===== src/rtl/nav_spi_master.sv =====
// SPI mode-3 master for the navigation sensor cluster (accel/gyro, magnetometer, altimeter).
// One header byte {rw, addr} followed by 1..MAX_BURST data bytes per chip-select window.
module nav_spi_master #(
    parameter int N_CS      = 3,
    parameter int CLK_DIV   = 5,
    parameter int MAX_BURST = 16,
    localparam int CSW   = (N_CS > 1) ? $clog2(N_CS) : 1,
    localparam int LEN_W = $clog2(MAX_BURST + 1)
) (
    input  logic             clk,
    input  logic             rst,
    input  logic             start,
    input  logic [CSW-1:0]   cs_sel,
    input  logic             rw,
    input  logic [6:0]       addr,
    input  logic [LEN_W-1:0] len,
    output logic             busy,
    output logic             err,
    input  logic [7:0]       wr_data,
    output logic             wr_ready,
    output logic [7:0]       rd_data,
    output logic             rd_valid,
    output logic             done,
    output logic             spc,
    output logic             sdi,
    input  logic             sdo,
    output logic [N_CS-1:0]  cs_n
);

    localparam logic [7:0]       DIV_M1  = 8'(CLK_DIV - 1);
    localparam logic [LEN_W-1:0] MAX_LEN = LEN_W'(MAX_BURST);

    typedef enum logic [2:0] {
        S_IDLE,
        S_SETUP,
        S_SHIFT,
        S_HOLD,
        S_GAP
    } state_t;

    state_t           state_q, state_d;
    logic [7:0]       cnt_q, cnt_d;
    logic             phase_q, phase_d;      // 0: spc low half, 1: spc high half
    logic [2:0]       bit_q, bit_d;
    logic [LEN_W-1:0] byte_q, byte_d;        // 0 = header, 1..len = data
    logic [LEN_W-1:0] len_q, len_d;
    logic             rw_q, rw_d;
    logic [7:0]       shreg_q, shreg_d;
    logic [7:0]       rx_q, rx_d;
    logic             spc_q, spc_d;
    logic             sdi_q, sdi_d;
    logic [N_CS-1:0]  cs_n_q, cs_n_d;
    logic             err_q, err_d;
    logic             wr_ready_q, wr_ready_d;
    logic             rd_valid_q, rd_valid_d;
    logic [7:0]       rd_data_q, rd_data_d;

    logic [N_CS-1:0]  sel_dec;
    logic             start_ok;
    logic             cnt_end;

    for (genvar gi = 0; gi < N_CS; gi++) begin : g_sel_dec
        assign sel_dec[gi] = (32'(cs_sel) == gi);
    end

    assign start_ok = (len != '0) && (len <= MAX_LEN) && (32'(cs_sel) < N_CS);
    assign cnt_end  = (cnt_q == DIV_M1);

    always_comb begin
        state_d    = state_q;
        cnt_d      = cnt_q;
        phase_d    = phase_q;
        bit_d      = bit_q;
        byte_d     = byte_q;
        len_d      = len_q;
        rw_d       = rw_q;
        shreg_d    = shreg_q;
        rx_d       = rx_q;
        spc_d      = spc_q;
        sdi_d      = sdi_q;
        cs_n_d     = cs_n_q;
        rd_data_d  = rd_data_q;
        err_d      = 1'b0;
        wr_ready_d = 1'b0;
        rd_valid_d = 1'b0;

        case (state_q)
            S_IDLE: begin
                spc_d  = 1'b1;
                cs_n_d = '1;
                cnt_d  = '0;
                if (start) begin
                    if (start_ok) begin
                        state_d = S_SETUP;
                        rw_d    = rw;
                        len_d   = len;
                        shreg_d = {rw, addr};
                        cs_n_d  = ~sel_dec;
                    end else begin
                        err_d = 1'b1;
                    end
                end
            end

            S_SETUP: begin
                if (cnt_end) begin
                    state_d = S_SHIFT;
                    cnt_d   = '0;
                    phase_d = 1'b0;
                    bit_d   = '0;
                    byte_d  = '0;
                    spc_d   = 1'b0;
                    sdi_d   = shreg_q[7];
                    shreg_d = {shreg_q[6:0], 1'b0};
                end else begin
                    cnt_d = cnt_q + 8'd1;
                end
            end

            S_SHIFT: begin
                if (!phase_q) begin
                    if (cnt_end) begin
                        cnt_d   = '0;
                        phase_d = 1'b1;
                        spc_d   = 1'b1;
                        rx_d    = {rx_q[6:0], sdo};
                        if (bit_q == 3'd7 && !rw_q && byte_q != len_q) begin
                            wr_ready_d = 1'b1;
                        end
                    end else begin
                        cnt_d = cnt_q + 8'd1;
                    end
                end else begin
                    // First high-phase cycle after a byte's 8th rising edge:
                    // capture the write byte or publish the received byte.
                    if (wr_ready_q) begin
                        shreg_d = wr_data;
                    end
                    if (cnt_q == 8'd0 && bit_q == 3'd7 && rw_q && byte_q != '0) begin
                        rd_valid_d = 1'b1;
                        rd_data_d  = rx_q;
                    end
                    if (cnt_end) begin
                        cnt_d = '0;
                        if (bit_q == 3'd7 && byte_q == len_q) begin
                            state_d = S_HOLD;
                        end else begin
                            phase_d = 1'b0;
                            spc_d   = 1'b0;
                            sdi_d   = shreg_q[7];
                            shreg_d = {shreg_q[6:0], 1'b0};
                            bit_d   = bit_q + 3'd1;
                            if (bit_q == 3'd7) begin
                                byte_d = byte_q + LEN_W'(1);
                            end
                        end
                    end else begin
                        cnt_d = cnt_q + 8'd1;
                    end
                end
            end

            S_HOLD: begin
                if (cnt_end) begin
                    state_d = S_GAP;
                    cnt_d   = '0;
                    cs_n_d  = '1;
                    sdi_d   = 1'b0;
                end else begin
                    cnt_d = cnt_q + 8'd1;
                end
            end

            S_GAP: begin
                if (cnt_end) begin
                    state_d = S_IDLE;
                    cnt_d   = '0;
                end else begin
                    cnt_d = cnt_q + 8'd1;
                end
            end

            default: begin
                state_d = S_IDLE;
                cs_n_d  = '1;
                spc_d   = 1'b1;
            end
        endcase
    end

    always_ff @(posedge clk) begin
        if (rst) begin
            state_q    <= S_IDLE;
            cnt_q      <= '0;
            phase_q    <= 1'b0;
            bit_q      <= '0;
            byte_q     <= '0;
            len_q      <= '0;
            rw_q       <= 1'b0;
            shreg_q    <= '0;
            rx_q       <= '0;
            spc_q      <= 1'b1;
            sdi_q      <= 1'b0;
            cs_n_q     <= '1;
            err_q      <= 1'b0;
            wr_ready_q <= 1'b0;
            rd_valid_q <= 1'b0;
            rd_data_q  <= '0;
        end else begin
            state_q    <= state_d;
            cnt_q      <= cnt_d;
            phase_q    <= phase_d;
            bit_q      <= bit_d;
            byte_q     <= byte_d;
            len_q      <= len_d;
            rw_q       <= rw_d;
            shreg_q    <= shreg_d;
            rx_q       <= rx_d;
            spc_q      <= spc_d;
            sdi_q      <= sdi_d;
            cs_n_q     <= cs_n_d;
            err_q      <= err_d;
            wr_ready_q <= wr_ready_d;
            rd_valid_q <= rd_valid_d;
            rd_data_q  <= rd_data_d;
        end
    end

    assign busy     = (state_q != S_IDLE);
    assign done     = (state_q == S_GAP) && cnt_end;
    assign err      = err_q;
    assign wr_ready = wr_ready_q;
    assign rd_valid = rd_valid_q;
    assign rd_data  = rd_data_q;
    assign spc      = spc_q;
    assign sdi      = sdi_q;
    assign cs_n     = cs_n_q;

endmodule


===== config.mk =====
export PLATFORM = sky130hd
export DESIGN_NAME = nav_spi_master
export DESIGN_NICKNAME = d
export VERILOG_FILES = /design/src/rtl/nav_spi_master.sv
export SDC_FILE = /design/constraint.sdc
export NUM_CORES = 1
export LEC_CHECK = 0
export CAP_MARGIN = 10
export CORE_MARGIN = 1
export CORE_UTILIZATION = 50
export DETAILED_ROUTE_END_ITERATION = 16
export PLACE_DENSITY_LB_ADDON = 0.05
export SKIP_LAST_GASP = 1
export SYNTH_ARGS = -nofsm -noshare
export SYNTH_HDL_FRONTEND = slang
export SYNTH_SLANG_ARGS = --single-unit

===== constraint.sdc =====
create_clock -name clk -period 4.8 [get_ports clk]
set_input_delay 0.96 -clock clk [delete_from_list [all_inputs] [get_ports clk]]
set_output_delay 0.96 -clock clk [all_outputs]
set_load 0.02 [all_outputs]

==> out/qor.yml, run 1 <==
timing:
  fin_crit_sh_pct: 67.74
  finalSetupTns_ps: 0
  maxSlewViolCount: 0
  max_freq_mhz: 307.6
  fin_crit_ps: 3251
  tightest_slew_ps: 928.7
  rsz0062_at_grt: "false"
  setup_slack_ps: 1549
  slew_headroom_pct: 37.88
  setup_viol: 0
  hold_viol_final: 0
  skew_ps: 8.226
finish:
  layout.nets: 440
  drive_above_1_share_pct: 8.495
  synthToLayoutAreaGrowth_pct: 21.27
  final_cell_mix: "58 x dfxtp_1, 46 x nand2_1, 44 x clkdlybuf4s50_1"
  fin_util_pct: 63.35
  final_common_cell: "dfxtp_1"
  fillCellCount: 566
  antenna_cells: 0
yosys:
  synth_fp_nets: 406
  ys_async_sr_fraction_pct: 0
  ys_ff_latch: 58
  synthesis.instances: 373
  yosysUniqueCellTypes: 53
  ys_seq_area_share_pct: 37.11
  dominantRegCellSynth: "dfxtp_1"
  ys_warn_count: 0
  syn_avg_cell_area_sq_um: 8.389
  synth_area_sq_mm: 0.003129
  synth_edf_count: 0
clocking:
  clockBufferDepth: 2
  cts_hold_buf: 0
  cts_tree: "built"
  clkTransAtPathRegs_ps: 70
  h-tree-depth: 3
  cts_setup_buffers: 0
  cts_resized: 0
  cts_buffers: 9
  clk_latency_ps: 330
  clock_sinks: 58
  cts_root_buf: "clkbuf_8"
power:
  swShare_pct: 24.49
  power.internal_mw: 0.8278
  p_comb_share_pct: 9.0
  p_per_area_mw_per_mm2: 288.9
  switching_power_mw: 0.2684
  seq_power_share_pct: 45.6
  clkPwrFrac_pct: 45.4
  ir_worst_vdd_mv: 0.1560
  power.leakage_nw: 1.372
global_route:
  grt_max_degree: 45
  grt_pass1_vias: 2562
  antenna_found_initial: 0
  track_usage_pct: 24.58
  grt_overflow: 0
  grt_pass1_wl_um: 12290
detailed_routing:
  viasPerCell: 5.848
  vias: 2848
  finalWirelength_um: 7662
  dr.pass1.iters: 6
  drtIter0Drc: 195
  antenna_left: 0
  wl_per_cell_um: 15.73
  drc: 0
die:
  start_util_pct: 52.23
  die_y_um: 81.11
  placementRows: 28
  die_area_sq_mm: 0.006579
  die_w_um: 81.11
  pin_count: 45
  placeableCoreArea_sq_mm: 0.005991
job:
  drv_cap: 0
worst_setup_path:
  cp-end-kind: "output pin"
  worstPathRequired_ps: 3840
  cp.arrival_ps: 2290
  path_class: "reg2out"
  startpoint_type: "flip-flop"
  cp_max_fo: 26
  r2r_cells: 6
placed_design:
  gp_congestion: 0.7842
  dp.final_hpwl_um: 5026
  dp_slack_ps: 1492
  portBuffers: 44
status:
  status: "completed"
min_path:
  whs_path_depth: 2
  hold_path.class: "reg2reg"
-- registers in the layout (all words and copies together), names as in the netlist --
signal    count
byte_q        5
shreg_q       8
spc           1
cnt_q         8
rd_valid      1
wr_ready      1
err           1
cs_n          3
rx_q          8
len_q         5
bit_q         3
sdi           1
phase_q       1
rw_q          1
rd_data       8
state_q       3
-- synth_stat cells, types with 3 or more instances --
cell type | number | share of area, %
dfxtp_1 | 58 | 37
nand2_1 | 46 | 5.5
nor2_1 | 43 | 5.2
a21oi_1 | 27 | 4.3
mux2i_1 | 21 | 6.7
o211ai_1 | 15 | 3.6
clkbuf_1 | 14 | 1.7
inv_1 | 12 | 1.4
o21ai_0 | 12 | 1.9
nand3_1 | 11 | 1.8
xnor2_1 | 11 | 3.1
buf_2 | 8 | 1.3
nor3b_1 | 7 | 1.7
ha_1 | 6 | 2.4
nand4_1 | 6 | 1.2
or3_1 | 5 | 1.0
a31oi_1 | 4 | 0.80
a41o_1 | 4 | 1.3
and2_1 | 4 | 0.80
mux2_2 | 4 | 1.4
nor3_1 | 4 | 0.64
xor2_1 | 4 | 1.1
a2bb2oi_1 | 3 | 0.84
a311oi_2 | 3 | 1.4
o21ai_1 | 3 | 0.48
or4_1 | 3 | 0.72
-- path summary, 6_finish.rpt --
kind | startpoint | endpoint | slack (ps)
max | state_q[2]$_SDFFE_PP0P_ | done | 1550
min | rx_q[3]$_SDFFE_PP0P_ | rx_q[3]$_SDFFE_PP0P_ | 470
min reg2reg | rx_q[3]$_SDFFE_PP0P_ | rx_q[3]$_SDFFE_PP0P_ | 470
max reg2reg | state_q[1]$_SDFFE_PP0P_ | rd_data[2]$_SDFFE_PP0P_ | 2210
-- logic make-up after synthesis --
group	synth area share, %
fa+ha+maj	2.399
buf+inv	5.038
simple gates	23.19
compound gates	19.47
xor+xnor	4.198
flops	37.11
mux	8.596
-- per-stage QoR --
step           hold WS (ps)  instance area [sq um]  power (mW)  std cells
6_report              473.3                   3795       1.096        487
5_1_grt               498.2                   3795       1.136        487
4_1_cts               473.7                   3795       1.107        487
3_5_place_dp          463.0                   3577      0.6084        471
3_3_place_gp          440.0                   3577      0.6072        471
2_1_floorplan         412.6                   3129      0.5674        373
-- final cells by class --
cell class | count | area [sq um] | area share, %
repair buffers | 47 | 462.9 | 12.20
multi-input cells | 278 | 1810 | 47.71
flip-flops and latches | 58 | 1161 | 30.60
clock inverters | 7 | 93.84 | 2.473
clock buffers | 9 | 123.9 | 3.264
well taps | 75 | 93.84 | 2.473
inverters | 13 | 48.80 | 1.286
-- power groups by stage --
stage	clock network (mW)	registers (mW)	logic, mW
detailed placement	0	0.511	0.0977
CTS	0.508	0.500	0.0986
global placement	0	0.511	0.0966
global route	0.529	0.501	0.107
floorplan	0	0.506	0.0611
finish	0.498	0.500	0.0982
-- critical path, cell delays in order (launching register included) --
cell and delay, ps:
dfxtp_1 910, nand2_1 260, nor2_1 170, clkdlybuf4s50_1 630
-- metal layers --
layer / share of wire, % / up-vias / global-route usage [%]
li1: - / 1413 / -
met3: 5.7 / 7 / 5.506
met5: 0 / - / 0
met1: 48 / 1336 / 31.57
met4: 0.70 / 0 / 8.929
met2: 46 / 92 / 40.17
(Power assumes the default switching activity.)
==> run 2: changes to the inputs <==
- clock period: 4.8 -> 3 ns (I/O delays scaled with it)
==> out/qor.yml, run 2 (synthesis gave the netlist of run 1 again) <==
detailed_routing:
  viasPerCell: 5.700  # -2.5%
  antenna_left: 0  # unchanged
  vias: 2816  # -1.1%
  drc: 0  # unchanged
  drtIter0Drc: 206  # +5.6%
  dr.pass1.iters: 5  # -1
  wl_per_cell_um: 15.16  # -3.6%
  finalWirelength_um: 7490  # -2.2%
timing:
  maxSlewViolCount: 0  # unchanged
  whs_ps: 451.0  # -22.25 ps
  fin_crit_sh_pct: 89.54
  rsz0062_at_grt: "false"
  tightest_slew_ps: 639.9  # -288.8 ps
  finalSetupTns_ps: 0  # unchanged
  setup_viol: 0  # unchanged
  fin_crit_ps: 2686
  slew_headroom_pct: 57.25  # +19 points
  max_freq_mhz: 372.3
  setup_slack_ps: 313.7  # -1235 ps
  skew_ps: 5.572  # -2.654 ps
  hold_viol_final: 0  # unchanged
clocking:
  cts_tree: "built"
  clk_latency_ps: 330  # about the same
  cts_root_buf: "clkbuf_8"
  clkTransAtPathRegs_ps: 70  # about the same
  cts_hold_buf: 0  # unchanged
  h-tree-depth: 3  # unchanged
  cts_resized: 0  # unchanged
  clockBufferDepth: 2  # unchanged
  cts_buffers: 9  # unchanged
  clock_sinks: 58  # unchanged
  cts_setup_buffers: 0  # unchanged
finish:
  synthToLayoutAreaGrowth_pct: 21.43
  final_common_cell: "dfxtp_1"
  final_cell_mix: "58 x dfxtp_1, 46 x nand2_1, 44 x clkdlybuf4s50_1"
  fillCellCount: 517  # -8.7%
  final_area_sq_mm: 0.003800  # +0.13%
  drive_above_1_share_pct: 10.02  # +1.5 points
  layout.nets: 447  # +1.6%
  antenna_cells: 0  # unchanged
  finalNonFillerCells: 494  # +1.4%
min_path:
  min_from: "rx_q[7]$_SDFFE_PP0P_"
  min_to: "rx_q[7]$_SDFFE_PP0P_"
  whs_path_depth: 2  # unchanged
  hold_path.class: "reg2reg"
worst_setup_path:
  critPathBufInv: 2  # +1
  critPathLaunch: "cnt_q[0]$_SDFFE_PP0P_"
  worstPathRequired_ps: 2400  # -1440 ps
  slowest_stage: "clkdlybuf4s50_1"
  rrSetupSlack_ps: 680  # -1530 ps
  cp-end-kind: "output pin"
  cp_max_fo: 5  # -81%
  r2r_cells: 5  # -1
  rr_endpoint: "state_q[0]$_SDFFE_PP0P_"
  path_class: "reg2out"
  startpoint_type: "flip-flop"
  cp_top_family: "buffers and inverters"
  max_stage_delay_ps: 620  # -290 ps
  r2r-start: "byte_q[3]$_SDFFE_PP0P_"
  cp.arrival_ps: 2090  # -200 ps
  path_cells: "inv_1 -> ha_1 -> and3b_1 -> nand2_1 -> nor2_1 -> clkdlybuf4s50_1"
global_route:
  grt_overflow: 0  # unchanged
  grt_pass1_vias: 2538  # -0.94%
  grt_pass1_wl_um: 12190  # -0.78%
  track_usage_pct: 24.58  # about the same
  antenna_found_initial: 0  # unchanged
  grt_max_degree: 26  # -42%
die:
  placeableCoreArea_sq_mm: 0.005991  # unchanged
  pin_count: 45  # unchanged
  die_area_sq_mm: 0.006579  # unchanged
  die_y_um: 81.11  # unchanged
  die_w_um: 81.11  # unchanged
  placementRows: 28  # unchanged
  start_util_pct: 52.23  # unchanged
placed_design:
  gp_congestion: 0.7890  # +0.61%
  dp_cells: 478  # +1.5%
  portBuffers: 44  # unchanged
  dp.final_hpwl_um: 5160  # +2.7%
  dpl-instance-area_sq_mm: 0.003630  # +1.5%
  dp_slack_ps: 420.8  # -1071 ps
power:
  ir_worst_vdd_mv: 0.2705  # +73%
  power.leakage_nw: 1.384  # +0.85%
  p_per_area_mw_per_mm2: 418.0  # +45%
status:
  status: "completed"
job:
  drv_cap: 0  # unchanged
[run 2: power breakdown]
part	total, mW	switching (mW)	leakage [nW]	internal (mW)
logic	0.164	0.0865	0.833	0.0780
registers	0.797	0.0136	0.469	0.784
clock network	0.626	0.331	0.0810	0.295
total	1.59	0.431	1.38	1.16
[run 2: through the flow]
| step | util [%] | power (mW) |
|---|---|---|
| after global placement | 60.59 | 0.9749 |
| after floorplan | - | 0.9079 |
| after detailed placement | 60.59 | 0.9775 |
| after global routing | 63.43 | 1.656 |
| final | 63.43 | 1.588 |
| after CTS | 63.43 | 1.595 |
[run 2: worst register-to-register path, cell delays in order, from the launching register on]
cell and delay [ps]:
dfxtp_1 430, xnor2_1 150, nand3_1 440, nor3_1 540, a311oi_1 160, a2111oi_0 470
[run 2: layer usage]
metal  up-vias  GRT usage (%)  routed length [um]
met3         7          5.506                 403
met2        77          37.39                3346
li1       1422              -                   -
met5         -              0                   0
met4         0          10.36                  69
met1      1310          33.36                3671
[run 2: area by class of cell]
type	count	area, sq um	area share (%)
well taps	75	93.84	2.470
flip-flops and latches	58	1161	30.56
repair buffers	54	515.5	13.57
clock inverters	7	46.29	1.218
inverters	13	48.80	1.284
multi-input cells	278	1810	47.65
clock buffers	9	123.9	3.260
[run 2: worst max path at each step]
stage                                   end  slack, ps  cells past startpoint
floorplan                              done       1000                      4
global placement    shreg_q[1]$_SDFFE_PP0P_        450                      7
detailed placement  shreg_q[6]$_SDFFE_PP0P_        420                      7
CTS                                    done        320                      4
global route                           done        150                      6
finish                                 done        310                      6
